$ cat config.mk
export PLATFORM = sky130hd
export DESIGN_NAME = mem_arbiter
export DESIGN_NICKNAME = d
export VERILOG_FILES = /design/src/rtl/mem_arbiter.sv
export SDC_FILE = /design/constraint.sdc
export NUM_CORES = 1
export LEC_CHECK = 0
export CAP_MARGIN = 30
export CORE_MARGIN = 1
export CORE_UTILIZATION = 41
export DETAILED_ROUTE_END_ITERATION = 12
export GPL_TIMING_DRIVEN = 1
export PLACE_DENSITY = 0.87
export SLEW_MARGIN = 5
export SYNTH_ARGS = -nofsm -noshare
export SYNTH_HDL_FRONTEND = slang
export SYNTH_SLANG_ARGS = --single-unit
$ cat constraint.sdc
create_clock -name clk -period 2.2 [get_ports clk]
set_input_delay 0.44 -clock clk [delete_from_list [all_inputs] [get_ports clk]]
set_output_delay 0.44 -clock clk [all_outputs]
set_load 0.1 [all_outputs]
$ cat src/rtl/mem_arbiter.sv
// mem_arbiter: sequencing controller and two-port arbiter for mainmemory.
// Port 0 is the instruction-fetch reader. Port 1 is the load/store port.
// Memory dump requests always win over both ports.
// Only one memory operation is in flight at a time. Every output is registered.
// Optional build macro MEM_ARB_ROUND_ROBIN_EN: two-port round-robin arbitration
// replaces the default fixed priority, in which port 1 beats port 0.
//
// Handshake: reqN is a level request, held until gntN pulses for one cycle.
// The requester's completion (rvalid0 / done1) follows exactly two cycles after
// gntN. err is coincident with that completion when the address was out of range.
// A request still high after its completion is treated as a new request.
module mem_arbiter #(
  parameter int          MEM_DEPTH = 101,
  parameter logic [31:0] ERR_DATA  = 32'hDEAD_BEEF
) (
  input  logic        clk,
  input  logic        rst_n,
  input  logic        req0,
  input  logic [31:0] addr0,
  output logic        gnt0,
  output logic        rvalid0,
  output logic [31:0] rdata0,
  input  logic        req1,
  input  logic        we1,
  input  logic [31:0] addr1,
  input  logic [31:0] wdata1,
  output logic        gnt1,
  output logic        done1,
  output logic [31:0] rdata1,
  output logic        err,
  input  logic        dump_req,
  output logic        dump_done,
  output logic [31:0] mem_addr,
  output logic        mem_read,
  output logic        mem_write,
  output logic [31:0] mem_wdata,
  output logic        mem_fwrite,
  input  logic [31:0] mem_rdata
);

  localparam logic [1:0] S_IDLE   = 2'd0;
  localparam logic [1:0] S_ACCESS = 2'd1;
  localparam logic [1:0] S_RESP   = 2'd2;
  localparam logic [1:0] S_DUMP   = 2'd3;

  localparam logic [31:0] DEPTH_W = 32'(MEM_DEPTH);

  logic [1:0] state;
  logic       cur_port;    // latched winner: 0 = fetch, 1 = load/store
  logic       cur_we;      // latched store flag for port 1
  logic       cur_oor;     // latched out-of-range flag
  logic       dump_armed;  // dump_req must drop once before the next dump is taken

  logic       oor0;
  logic       oor1;
  logic       can_arb;
  logic       take_dump;
  logic       take0;
  logic       take1;

  // Unsigned 32-bit range checks. Address MEM_DEPTH-1 is the last valid word.
  assign oor0 = (addr0 >= DEPTH_W);
  assign oor1 = (addr1 >= DEPTH_W);

`ifdef MEM_ARB_ROUND_ROBIN_EN
  logic rr_ptr;  // 1 = port 1 wins the next tie, 0 = port 0 wins it

  // Round-robin pointer: after each grant the other port is favoured.
  always_ff @(posedge clk or negedge rst_n) begin
    if (!rst_n) begin
      rr_ptr <= 1'b1;
    end else if (take1) begin
      rr_ptr <= 1'b0;
    end else if (take0) begin
      rr_ptr <= 1'b1;
    end
  end
`endif

  // Arbitration decision, valid only in IDLE and on the edge leaving RESP.
  always_comb begin
    can_arb   = (state == S_IDLE) || (state == S_RESP);
    take_dump = can_arb && dump_req && dump_armed;
    take0     = 1'b0;
    take1     = 1'b0;
    if (can_arb && !take_dump) begin
`ifdef MEM_ARB_ROUND_ROBIN_EN
      if (req0 && req1) begin
        take1 = rr_ptr;
        take0 = !rr_ptr;
      end else begin
        take1 = req1;
        take0 = req0;
      end
`else
      take1 = req1;
      take0 = req0 && !req1;
`endif
    end
  end

  // Dump re-arm: a dump consumes the arm; dump_req low re-arms it.
  always_ff @(posedge clk or negedge rst_n) begin
    if (!rst_n) begin
      dump_armed <= 1'b1;
    end else if (take_dump) begin
      dump_armed <= 1'b0;
    end else if (!dump_req) begin
      dump_armed <= 1'b1;
    end
  end

  // Main FSM: registered memory strobes, grants, completions and read data.
  always_ff @(posedge clk or negedge rst_n) begin
    if (!rst_n) begin
      state      <= S_IDLE;
      cur_port   <= 1'b0;
      cur_we     <= 1'b0;
      cur_oor    <= 1'b0;
      gnt0       <= 1'b0;
      gnt1       <= 1'b0;
      rvalid0    <= 1'b0;
      done1      <= 1'b0;
      err        <= 1'b0;
      dump_done  <= 1'b0;
      rdata0     <= '0;
      rdata1     <= '0;
      mem_addr   <= '0;
      mem_wdata  <= '0;
      mem_read   <= 1'b0;
      mem_write  <= 1'b0;
      mem_fwrite <= 1'b0;
    end else begin
      // Every pulse output defaults low; only the cases below raise one.
      gnt0       <= 1'b0;
      gnt1       <= 1'b0;
      rvalid0    <= 1'b0;
      done1      <= 1'b0;
      err        <= 1'b0;
      dump_done  <= 1'b0;
      mem_read   <= 1'b0;
      mem_write  <= 1'b0;
      mem_fwrite <= 1'b0;

      case (state)
        S_ACCESS: begin
          // The memory samples the strobe on this edge.
          state <= S_RESP;
        end
        S_RESP: begin
          // Memory data is now valid; complete the latched access.
          err <= cur_oor;
          if (!cur_port) begin
            rvalid0 <= 1'b1;
            rdata0  <= cur_oor ? ERR_DATA : mem_rdata;
          end else begin
            done1 <= 1'b1;
            if (!cur_we) begin
              rdata1 <= cur_oor ? ERR_DATA : mem_rdata;
            end
          end
          state <= S_IDLE;
        end
        S_DUMP: begin
          dump_done <= 1'b1;
          state     <= S_IDLE;
        end
        default: begin
          state <= S_IDLE;
        end
      endcase

      // New work overrides the return to IDLE when there is a request.
      if (take_dump) begin
        state      <= S_DUMP;
        mem_fwrite <= 1'b1;
      end else if (take1) begin
        state     <= S_ACCESS;
        gnt1      <= 1'b1;
        cur_port  <= 1'b1;
        cur_we    <= we1;
        cur_oor   <= oor1;
        mem_addr  <= addr1;
        mem_wdata <= wdata1;
        mem_read  <= !we1 && !oor1;
        mem_write <= we1 && !oor1;
      end else if (take0) begin
        state     <= S_ACCESS;
        gnt0      <= 1'b1;
        cur_port  <= 1'b0;
        cur_we    <= 1'b0;
        cur_oor   <= oor0;
        mem_addr  <= addr0;
        mem_read  <= !oor0;
      end
    end
  end

endmodule

# ---- Word-level counts from Yosys, hierarchy flattened
# Index checks and enable logic that the tools add are counted.
dict set report totals {
  reg_bits 143
  input_bits 134
  latchBits 0
  memories 0
  rom_bits 0
  mem_bits_rw 0
}
dict set report op_classes {
  addsub 0
  n_div 0
  n_mul 0
  eq_ne 4
  n_shift 0
  magnitude_cmp 2
  bitwise_logic 3
  muxes 33
  n_reduce_logical 18
}
# op n
set ops {}
lappend ops {{32-bit 2-to-1 mux} 3}
lappend ops {{32-bit by 7-bit >= comparator with 1-bit output (second input constant)} 2}
lappend ops {{1-bit 2-to-1 mux} 26}
lappend ops {{2-bit 2-to-1 mux} 4}
lappend ops {{1-bit logical AND} 6}
lappend ops {{2-bit AND reduction} 3}
lappend ops {{1-bit logical NOT} 5}
lappend ops {{2-bit == test (second input constant)} 2}
lappend ops {{1-bit NOT} 3}
lappend ops {{3-bit AND reduction} 1}
lappend ops {{2-bit by 1-bit == test with 1-bit output (second input constant)} 1}
lappend ops {{2-bit logical NOT} 1}
lappend ops {{2-bit by 1-bit inequality test with 1-bit output (second input constant)} 1}
lappend ops {{2-bit nonzero test} 1}
lappend ops {{1-bit logical OR} 1}

# ---- Logic depth before layout (Yosys ltp)
# Gate-level depths: netlist (run 1).
dict set report logic_depth {
  word_depth 10
  depth_mapped 7
}

# ---- Worst setup path after synthesis (run 1)
# Ideal clock, no wire load.
dict set report synth_path {
  kind {input-to-reg}
  start {input port addr1[25]}
  end {register cur_oor}
  arrival_time_ns 1.488
  path_buffers 0
  setup_time_ns 0.120
  stages 4
  required_ns 2.080
  slack_ns 0.593
  cell_sequence {nor4_1 nand3_1 or4_4 a31o_1}
}
dict set report synth_between {
  elab_chain_cells 2
}
# element line_no
set synth_rtl {}
lappend synth_rtl {{start, declared} 25} ;# input logic [31:0] addr1,
lappend synth_rtl {{32-bit by 7-bit >= comparator with 1-bit output} 63} ;# assign oor1 = (addr1 >= DEPTH_W);
lappend synth_rtl {{1-bit 2-to-1 mux} 177} ;# end else if (take1) begin
lappend synth_rtl {{end signal, assigned} 182} ;# cur_oor <= oor1;
lappend synth_rtl {{end signal, assigned} 192} ;# cur_oor <= oor0;
lappend synth_rtl {{end, declared} 51} ;# logic cur_oor;
# No other way between the ends.
# A chain may end at the register's enable or synchronous reset.

# ---- Worst setup path in the final report (run 1)
dict set report layout_path {
  start {input port addr1[1]}
  end {register cur_oor}
}
# Same word-level chain as after synthesis.

==> results of run 1 <==
[synth_stat cells, types with 2 or more instances]
cell                       number
sky130_fd_sc_hd__nand3_1        2
sky130_fd_sc_hd__nand4_1        3
sky130_fd_sc_hd__nand2b_1       9
sky130_fd_sc_hd__clkbuf_1      22
sky130_fd_sc_hd__buf_4          3
sky130_fd_sc_hd__and2_1         5
sky130_fd_sc_hd__buf_1          3
sky130_fd_sc_hd__o21ai_1       10
sky130_fd_sc_hd__nor3_1         2
sky130_fd_sc_hd__o21ai_0       89
sky130_fd_sc_hd__nor4_1        16
sky130_fd_sc_hd__mux2i_1       32
sky130_fd_sc_hd__buf_2          6
sky130_fd_sc_hd__dfrtp_1      142
sky130_fd_sc_hd__inv_1          4
sky130_fd_sc_hd__nor2_1        29
sky130_fd_sc_hd__nand2_1      201
[flip-flops by register name (all words and copies together), names as in the netlist, 2 cells and up]
register   cells
state          2
rdata1        32
mem_addr      32
rdata0        32
mem_wdata     32
[area by class of cell]
type                       count  area share
multi-input combinational    415      0.2251
timing repair buffer         300      0.2929
inverter                       5    0.002037
clock buffer                  18     0.04766
sequential                   143      0.3885
tap                          180     0.02444
clock inverter                14     0.01928
[worst register-to-register path: cells and delay by family, from the launching register on]
family          cells  cell delay (ps)
compound gates      3              670
simple gates        1              550
flops               1              470
[stage by stage]
step / cells / setup WS (ps) / cell area, µm²
floorplan: 597 / 592.8 / 5806
global placement: 1043 / -305.4 / 8597
detailed placement: 1043 / -311.9 / 8597
CTS: 1075 / 166.2 / 9214
global route: 1075 / 135.4 / 9214
finish: 1075 / 179.7 / 9214
[worst max path at each step]
| stage | endpoint | slack (ps) |
|---|---|---|
| 2_1_floorplan | cur_oor$_DFFE_PN0P_ | 590 |
| 3_3_place_gp | cur_oor$_DFFE_PN0P_ | -310 |
| 3_5_place_dp | cur_oor$_DFFE_PN0P_ | -310 |
| 4_1_cts | cur_oor$_DFFE_PN0P_ | 170 |
| 5_1_grt | mem_read$_DFF_PN0_ | 140 |
| 6_report | cur_oor$_DFFE_PN0P_ | 180 |
[cell families (layout without fill, tap and decap cells)]
group                  after synthesis  after routing  synth area share
and+or+nand+nor                    274            274            0.1978
DFF                                143            143            0.6166
AOI/OAI and AO/OA                  109            109            0.1019
buffers and inverters               39            337           0.02845
muxes                               32             32           0.05517
[routing by layer]
metal / global-route usage / up-vias / wire length (µm)
li1: - / 2569 / -
met2: 0.4021 / 267 / 8486
met5: 0 / - / 0
met1: 0.3040 / 2565 / 7155
met4: 0.1157 / 0 / 447
met3: 0.07519 / 31 / 1584
==> summary.md, run 1 <==
For the synthesized cell area, the log shows 5806 µm². The logs give 2074 µm² for the area occupied by multi-input gates and 17670 µm for the total wire length. Setup repair after global routing left no endpoint under its margin.

In this run the worst setup path begins at addr1[1]. For this design the top-level I/O count stands at 271. Number of buffer cells added on primary ports: 270.

The logs give 27570 µm for the first-pass GRT wire length and 14640 µm² for the overall die area. Max-slew violation count: 0. The final number of hold-violating endpoints came out at 0.

For this run, the detailed router's first-pass iteration total came to 5. The number of buffers and inverters on the critical path was 2; the number of cells upsized or downsized after cts was 0. The delay of the slowest cell on the worst path is 570 ps, and the initial cell density of the core is 0.4199. The share of final-layout standard cells stronger than drive strength 1 came out at 0.2313. The number of antenna diodes in the final layout is 0. The run gives 2 as the maximum buffer depth of the clock tree.

For the worst setup path, the data arrival time is 2320 ps. At the worst endpoint, the required time is 2500 ps. The all-layer global routing usage is 0.2486. In this run the post-CTS setup repair buffer count came out at 0. For the via count of the first global-routing pass, the log shows 5315. The via count of the routed design was 5432.

The run gives 17 as the number of buffers created by CTS. The run finished with clean final reports. The worst register-to-register path has a setup slack of 400 ps. The final critical path time including I/O delays and setup was 2020 ps. The largest individual stage delay along the critical path comes from the cell sky130_fd_sc_hd__or4_4.

The signal on the critical path passes through clkdlybuf4s50_1 > o21ai_0 > buf_4 > a2111oi_0 > or4_4 > a31o_1. The run gives 0 as the final antenna-violating net count. Across the run, the number of max-cap violations was 0.

The horizontal die dimension was 121.0 µm; the sequential standard cell area was 3580 µm². STA classifies the critical path endpoint as a flip-flop. The core utilization of the finished layout was 0.6664; the initial detailed-routing violation count was 312. In this run the critical register-to-register path is launched from state[0]$_DFF_PN0_. After the last flow step, the layout net total stands at 1016. After clock tree synthesis, the clock-pin slew on the worst setup and hold paths is 60 ps. For this run, the leading register cell type out of synthesis is sky130_fd_sc_hd__dfrtp_1.

The area growth from synthesis to layout is 58.71%. The per-cell routed wire length is 16.44 µm. The number of cells on the worst reg-to-reg path is 4. For the aggregate negative setup slack, the log shows 0 ps.

The library cells used most frequently in the layout, excluding fill and tap cells, are sky130_fd_sc_hd__nand2_1, sky130_fd_sc_hd__buf_4, sky130_fd_sc_hd__dfrtp_1, sky130_fd_sc_hd__clkdlybuf4s50_1, sky130_fd_sc_hd__o21ai_0. Setup violations remaining at the end of the flow were counted as 0. For the final weighted congestion in routability-driven placement, the log shows 0.8291. In the post-synthesis netlist, the biggest area contributors are sky130_fd_sc_hd__dfrtp_1, sky130_fd_sc_hd__nand2_1, sky130_fd_sc_hd__o21ai_0. The logs give 0 for the count of hold buffers inserted by post-cts repair and 0 for the global route total overflow. The tree is rooted in a sky130_fd_sc_hd__clkbuf_16. The H-tree was split into 4 levels. The synthesized design contains 143 register bits. The clock latency reported for the late side of the worst-skew pair was 420 ps; the number of rows created at floorplan was 43.

The run gives 495.0 MHz as the highest attainable clock frequency. The clock skew after layout came out at 10.01 ps. After detailed routing, the number of remaining DRC violations is 0. At the pin with the least slew margin, the transition time is 558.3 ps. Category of the critical setup timing path: input pin to flip-flop.

The tools report the HPWL reported at the end of detailed placement as 12980 µm. For the number of clock sinks seen by CTS, the log shows 143. TritonCTS built the clock tree. On the final layout, the worst hold slack is 2.578 ps. The core region is 13830 µm². The worst setup path is launched from an input pin. Max-slew headroom at the worst pin: 0.6182. The number of cells on the critical path came out at 6. The number of warnings reported in the yosys synthesis log was 0; the post-route clock period utilization was 0.9183.

The run gives 0.6166 as the sequential fraction of the synthesis area. In this run the critical register-to-register path is captured at cur_oor$_DFFE_PN0P_. The kind of cell with the highest combined delay along the critical path is compound AO/OA/AOI/OAI gates.

The share of Yosys cell area claimed by the top area cell type was 0.6121. After filler insertion, the fill cell instance count of the layout stands at 1071. The maximum fanout along the worst path was 2. After technology mapping, the gate count stands at 597. The tightest min-delay check is of the input pin to asynchronous set/reset pin type. The share of flip-flops with an asynchronous set or reset works out to 1.000. Summed over all instances, the cell type with the most area after synthesis is sky130_fd_sc_hd__dfrtp_1. Dividing the detail-routed via count by the number of cells gives 5.053. The initial antenna violation count is 0. Height of the chip: 121.0 µm. After synthesis, the netlist uses 36 different library cells. The run gives 66 as the maximum number of pins on one net before global-route repair. The post-synthesis net count came out at 731. Leaving out fill and tap cells, the most frequent cell in the layout is sky130_fd_sc_hd__nand2_1. The count of flip-flops with a built-in enable after synthesis is 0.

Average footprint of a synthesized cell: 9.725 µm².
Power of run 1 is left out: the tool's default activity adds up to more than one toggle a clock period on the data nets, which glitch-free logic cannot reach.
==> run 2: changes to the inputs <==
--- a/config.mk
+++ b/config.mk
@@ -15,3 +15,4 @@
 export SYNTH_ARGS = -nofsm -noshare
 export SYNTH_HDL_FRONTEND = slang
 export SYNTH_SLANG_ARGS = --single-unit
+export TNS_END_PERCENT = 30
==> results of run 2 <==
The final DEF is identical to that of run 1; final timing and power are the same.
Power of run 2 is left out for the same reason.
